File: src/rtl/gate_sweep_ctrl.sv
// -----------------------------------------------------------------------------
// gate_sweep_ctrl
//
// Exhaustive truth-table sequencer for a 2-input combinational gate. It walks
// the gate inputs through the vectors {in1,in0} = 00, 01, 10, 11. Each vector
// is held for HOLD_CYCLES cycles, and the gate output is sampled on the last
// edge of each hold window. Every sample is compared against a 4-bit expected
// table that is latched at start. The block reports a per-vector failure mask
// and an overall pass flag.
//
// Ports:
//   clk        - single clock, rising edge
//   rst        - synchronous active-high reset
//   start      - begin a sweep (honoured only when idle)
//   expected   - expected gate output, bit i for vector i = {in1,in0}
//   dut_out    - output of the gate under check
//   in0, in1   - gate inputs, registered (bit 0 / bit 1 of the vector index)
//   busy       - high while the sweep is running
//   done       - one-cycle pulse when a sweep completes
//   pass       - last completed sweep had no mismatch (held until next start)
//   fail_mask  - bit i set if vector i mismatched (held until next start)
//   vec_idx    - current vector index, 0 outside a sweep
// -----------------------------------------------------------------------------
module gate_sweep_ctrl #(
  parameter int HOLD_CYCLES = 2
) (
  input  logic       clk,
  input  logic       rst,
  input  logic       start,
  input  logic [3:0] expected,
  input  logic       dut_out,
  output logic       in0,
  output logic       in1,
  output logic       busy,
  output logic       done,
  output logic       pass,
  output logic [3:0] fail_mask,
  output logic [1:0] vec_idx
);

  // The counter must be at least one bit wide even when HOLD_CYCLES is 1.
  localparam int            HW        = (HOLD_CYCLES > 1) ? $clog2(HOLD_CYCLES) : 1;
  localparam logic [HW-1:0] HOLD_LAST = HW'(HOLD_CYCLES - 1);

  localparam logic [1:0] S_IDLE = 2'd0;
  localparam logic [1:0] S_RUN  = 2'd1;
  localparam logic [1:0] S_DONE = 2'd2;

  logic [1:0]    state_q, state_d;
  logic [1:0]    vec_q, vec_d;
  logic [HW-1:0] hold_q, hold_d;
  logic [3:0]    exp_q, exp_d;
  logic [3:0]    fail_q, fail_d;
  logic          pass_q, pass_d;
  logic          busy_q, busy_d;
  logic          done_q, done_d;

  always_comb begin
    // NOTE: every signal gets a default before the case so that no path
    // leaves it unassigned; a missing default would infer a latch.
    state_d = state_q;
    vec_d   = vec_q;
    hold_d  = hold_q;
    exp_d   = exp_q;
    fail_d  = fail_q;
    pass_d  = pass_q;

    case (state_q)
      S_IDLE: begin
        if (start) begin
          state_d = S_RUN;
          vec_d   = 2'd0;
          hold_d  = '0;
          exp_d   = expected;
          fail_d  = 4'b0000;
          pass_d  = 1'b0;
        end
      end
      S_RUN: begin
        if (hold_q == HOLD_LAST) begin
          // Last cycle of this vector's hold window: sample the gate here.
          hold_d         = '0;
          fail_d[vec_q]  = (dut_out != exp_q[vec_q]);
          if (vec_q == 2'd3) begin
            state_d = S_DONE;
            vec_d   = 2'd0;
            // Uses fail_d so that the vector-3 result is included.
            pass_d  = (fail_d == 4'b0000);
          end else begin
            vec_d = vec_q + 2'd1;
          end
        end else begin
          hold_d = hold_q + 1'b1;
        end
      end
      S_DONE:  state_d = S_IDLE;
      default: state_d = S_IDLE;
    endcase

    // busy/done are registered from the next state so they stay glitch-free.
    busy_d = (state_d == S_RUN);
    done_d = (state_d == S_DONE);
  end

  // NOTE: state is updated with non-blocking assignments only; the combinational
  // block above uses blocking ones. Mixing the two styles inside one block
  // creates simulation/synthesis mismatches.
  always_ff @(posedge clk) begin
    if (rst) begin
      state_q <= S_IDLE;
      vec_q   <= 2'd0;
      hold_q  <= '0;
      exp_q   <= 4'b0000;
      fail_q  <= 4'b0000;
      pass_q  <= 1'b0;
      busy_q  <= 1'b0;
      done_q  <= 1'b0;
    end else begin
      state_q <= state_d;
      vec_q   <= vec_d;
      hold_q  <= hold_d;
      exp_q   <= exp_d;
      fail_q  <= fail_d;
      pass_q  <= pass_d;
      busy_q  <= busy_d;
      done_q  <= done_d;
    end
  end

  // vec_q is forced to 0 outside RUN, so the gate inputs idle at 00.
  assign in0       = vec_q[0];
  assign in1       = vec_q[1];
  assign vec_idx   = vec_q;
  assign busy      = busy_q;
  assign done      = done_q;
  assign pass      = pass_q;
  assign fail_mask = fail_q;

endmodule

File: config.mk
export PLATFORM = sky130hd
export DESIGN_NAME = gate_sweep_ctrl
export DESIGN_NICKNAME = d
export VERILOG_FILES = /design/src/rtl/gate_sweep_ctrl.sv
export SDC_FILE = /design/constraint.sdc
export NUM_CORES = 1
export LEC_CHECK = 0
export ABC_CLOCK_PERIOD_IN_PS = 1500
export BUFFER_PORTS_ARGS = -buffer_cell sky130_fd_sc_hd__buf_2
export CORE_AREA = 2 2 43 45
export CTS_CLUSTER_DIAMETER = 200
export DETAILED_ROUTE_END_ITERATION = 6
export DIE_AREA = 0 0 45 47
export PLACE_DENSITY = 0.76
export SYNTH_ARGS = -nofsm -noshare
export SYNTH_HDL_FRONTEND = slang
export SYNTH_SLANG_ARGS = --single-unit
File: constraint.sdc
create_clock -name clk -period 1.5 [get_ports clk]
set_input_delay 0.075 -clock clk [delete_from_list [all_inputs] [get_ports clk]]
set_output_delay 0.075 -clock clk [all_outputs]
set_load 0.05 [all_outputs]
==> run summary <==
Final ANT Viol Nets - 0
RSZ-0062 raised after global routing - no
Die Y - 47 um
first-pass GRT wire length - 2.47 mm
final hold viol count - 0
Core Footprint - 0.00165 mm^2
outcome - complete, no violations
Final WS setup - 97.6 ps
worst-path cell chain - mux4_2, xnor2_2, o32ai_1
CTS tree - yes
Starting Density - 0.483
vias in the first global route - 546
gate count after technology mapping - 84
Bufs on Longest Clock Path - 2
Setup Fix Bufs, Post-CTS - 0
register clock-pin slew on the reported worst setup and hold paths - 90 ps
register area - 325 um^2
area of the mapped netlist - 798 um^2
CTS buffer count - 3
gpl congestion - 0.755
post-CTS resize count - 0
top cells by count, synth - dfxtp_1, inv_1, mux2i_1, nor2_1
min Tclk post-route - 1400 ps
P&R area growth vs syn - 16.9%
Pwr Total - 0.000837 W
pwr dens - 897 mW/mm^2
Synth cell types - 29
startpoint types - register
via count - 647
placed insts - 115
Hold Crit Class - in2reg
Max Cap Viol - 0
GRT Resource Usage Total - 0.168
Fmax - 0.713 GHz
Rel. slew slack - 0.721
HPWL after detailed placement - 1.22 mm
VDD IR max - 0.000536 V
IO Count - 19
WL/cell - 13.1 um
top cell type's share of synthesized area - 0.401
fillers - 147
async set-reset flop share out of synthesis - 0
Final Cycle Share - 0.935
worst path arrival time - 1570 ps
residual DRC count - 0
Synth Register Bits - 16
TNS Setup - 0 ps
Lkg Pwr - 0.415 nW
clk_lat worst skew - 290 ps
Post-synth EDFFs - 0
Buf+Inv Stages, Crit Path - 0
root buf cell - clkbuf_4
Critical Path RT - 1670 ps
# diodes - 0
largest net degree at the start of global routing - 18
Hold-fix buffers, CTS - 0
grt ovf - 0
Worst path slowest cell - mux4_2
Via density - 5.44
Die W - 45 um
area of the multi-input gates - 397 um^2
TritonCTS Sinks - 16
Max Fanout on Critical Path - 7
largest cells by area after synthesis - dfxtp_1, ha_1, mux2i_1, inv_1, nand3b_1
htree depth - 1
Crit Path Class - reg2reg
Final Max Tran Viols - 0
yosys warns - 0
Top delay family on crit path - multiplexers
cell taking the most area after synthesis - dfxtp_1
post-route insts no fill - 119
row count - 15
layout cell share with drive strength beyond 1 - 0.294
initial antenna violation count - 0
final wirelength - 1.56 mm
critical path's largest stage delay - 530 ps
Seq/Total Area, Yosys - 0.401
top_reg_cell synth - dfxtp_1
Syn Nets - 96
Avg Cell Area, Syn - 9.50 um^2
drt initial violations - 4
Fin Clk Skew - 2.05 ps
Nets - 115
Post-Place Worst Slack - 93.8 ps
count leader, synth - dfxtp_1
Tightest Pin Transition - 417 ps
Worst Setup End Kind - register
die area - 0.00212 mm^2
drt pass-1 iters - 4
port bufs - 18
# setup viols final - 0
==> per-stage QoR <==
step / utilization / instance area [um^2] / hold slack, ps
after global routing: 0.565 / 933 / 43.7
final: 0.565 / 933 / 27.0
after global placement: 0.543 / 897 / 311
after floorplan: - / 803 / 222
after detailed placement: 0.543 / 897 / 331
after CTS: 0.565 / 933 / 26.1
==> layout by cell type (no fill, tap or decap), types with 2 or more instances in the layout <==
cell       n
a211oi_1   3
a21oi_1    3
a22oi_1    2
and2_1     2
buf_2     18
buf_4      2
clkbuf_4   3
dfxtp_1   14
ha_1       4
inv_1     13
mux2i_1    5
nand3_1    2
nand3b_1   4
nor2_1     5
o21ai_0    3
o32ai_1    3
==> power by group <==
| part | total, W | internal (W) | switching [W] | leakage (nW) |
|---|---|---|---|---|
| clock network | 0.000285 | 0.000148 | 0.000137 | 0.0210 |
| registers | 0.000450 | 0.000437 | 0.0000129 | 0.132 |
| logic | 0.000103 | 0.0000453 | 0.0000573 | 0.262 |
==> layer usage <==
metal,global-route usage,wire length [um],vias to the layer above
met4,0.0706,25,0
met3,0.0577,90,5
met2,0.291,775,21
met5,0,0,-
met1,0.190,664,290
li1,-,-,331
==> final timing paths <==
check,depth (start not counted),slack [ps],start,to
setup / recovery,3,100,vec_idx[0],fail_mask[2]
hold / removal,3,30,expected[1],exp_q[1]
setup reg to reg,3,100,vec_idx[0],fail_mask[2]
hold reg to reg,1,500,fail_mask[3],fail_mask[3]
==> cells by family after synthesis <==
kind of cell,after synthesis,synth area share
multiplexers,7,0.105
AND/OR/NAND/NOR,19,0.149
flip-flops,16,0.401
XOR/XNOR,1,0.0204
adder cells (fa/ha/maj),4,0.0627
buffers and inverters,19,0.102
AO/OA/AOI/OAI,18,0.160
==> worst register-to-register path, stage by stage (launching register included) <==
cell and delay (ps):
dfxtp_4 390, mux4_2 530, xnor2_2 250, o32ai_1 120
==> state kept, by name, summed over array words and instances, names as in the netlist <==
| signal | count |
|---|---|
| state_q | 2 |
| exp_q | 4 |
| fail_mask | 4 |
| pass | 1 |
| vec_idx | 2 |
| done | 1 |
| hold_q | 1 |
| busy | 1 |
==> layout make-up <==
cell class | count | share of cell area
Tap cell | 17 | 0.0228
Inverter | 13 | 0.0523
Clock buffer | 4 | 0.0389
Timing Repair Buffer | 20 | 0.113
Multi-Input combinational cell | 49 | 0.425
Sequential cell | 16 | 0.349
No activity file was read; power rests on OpenSTA's default activity.
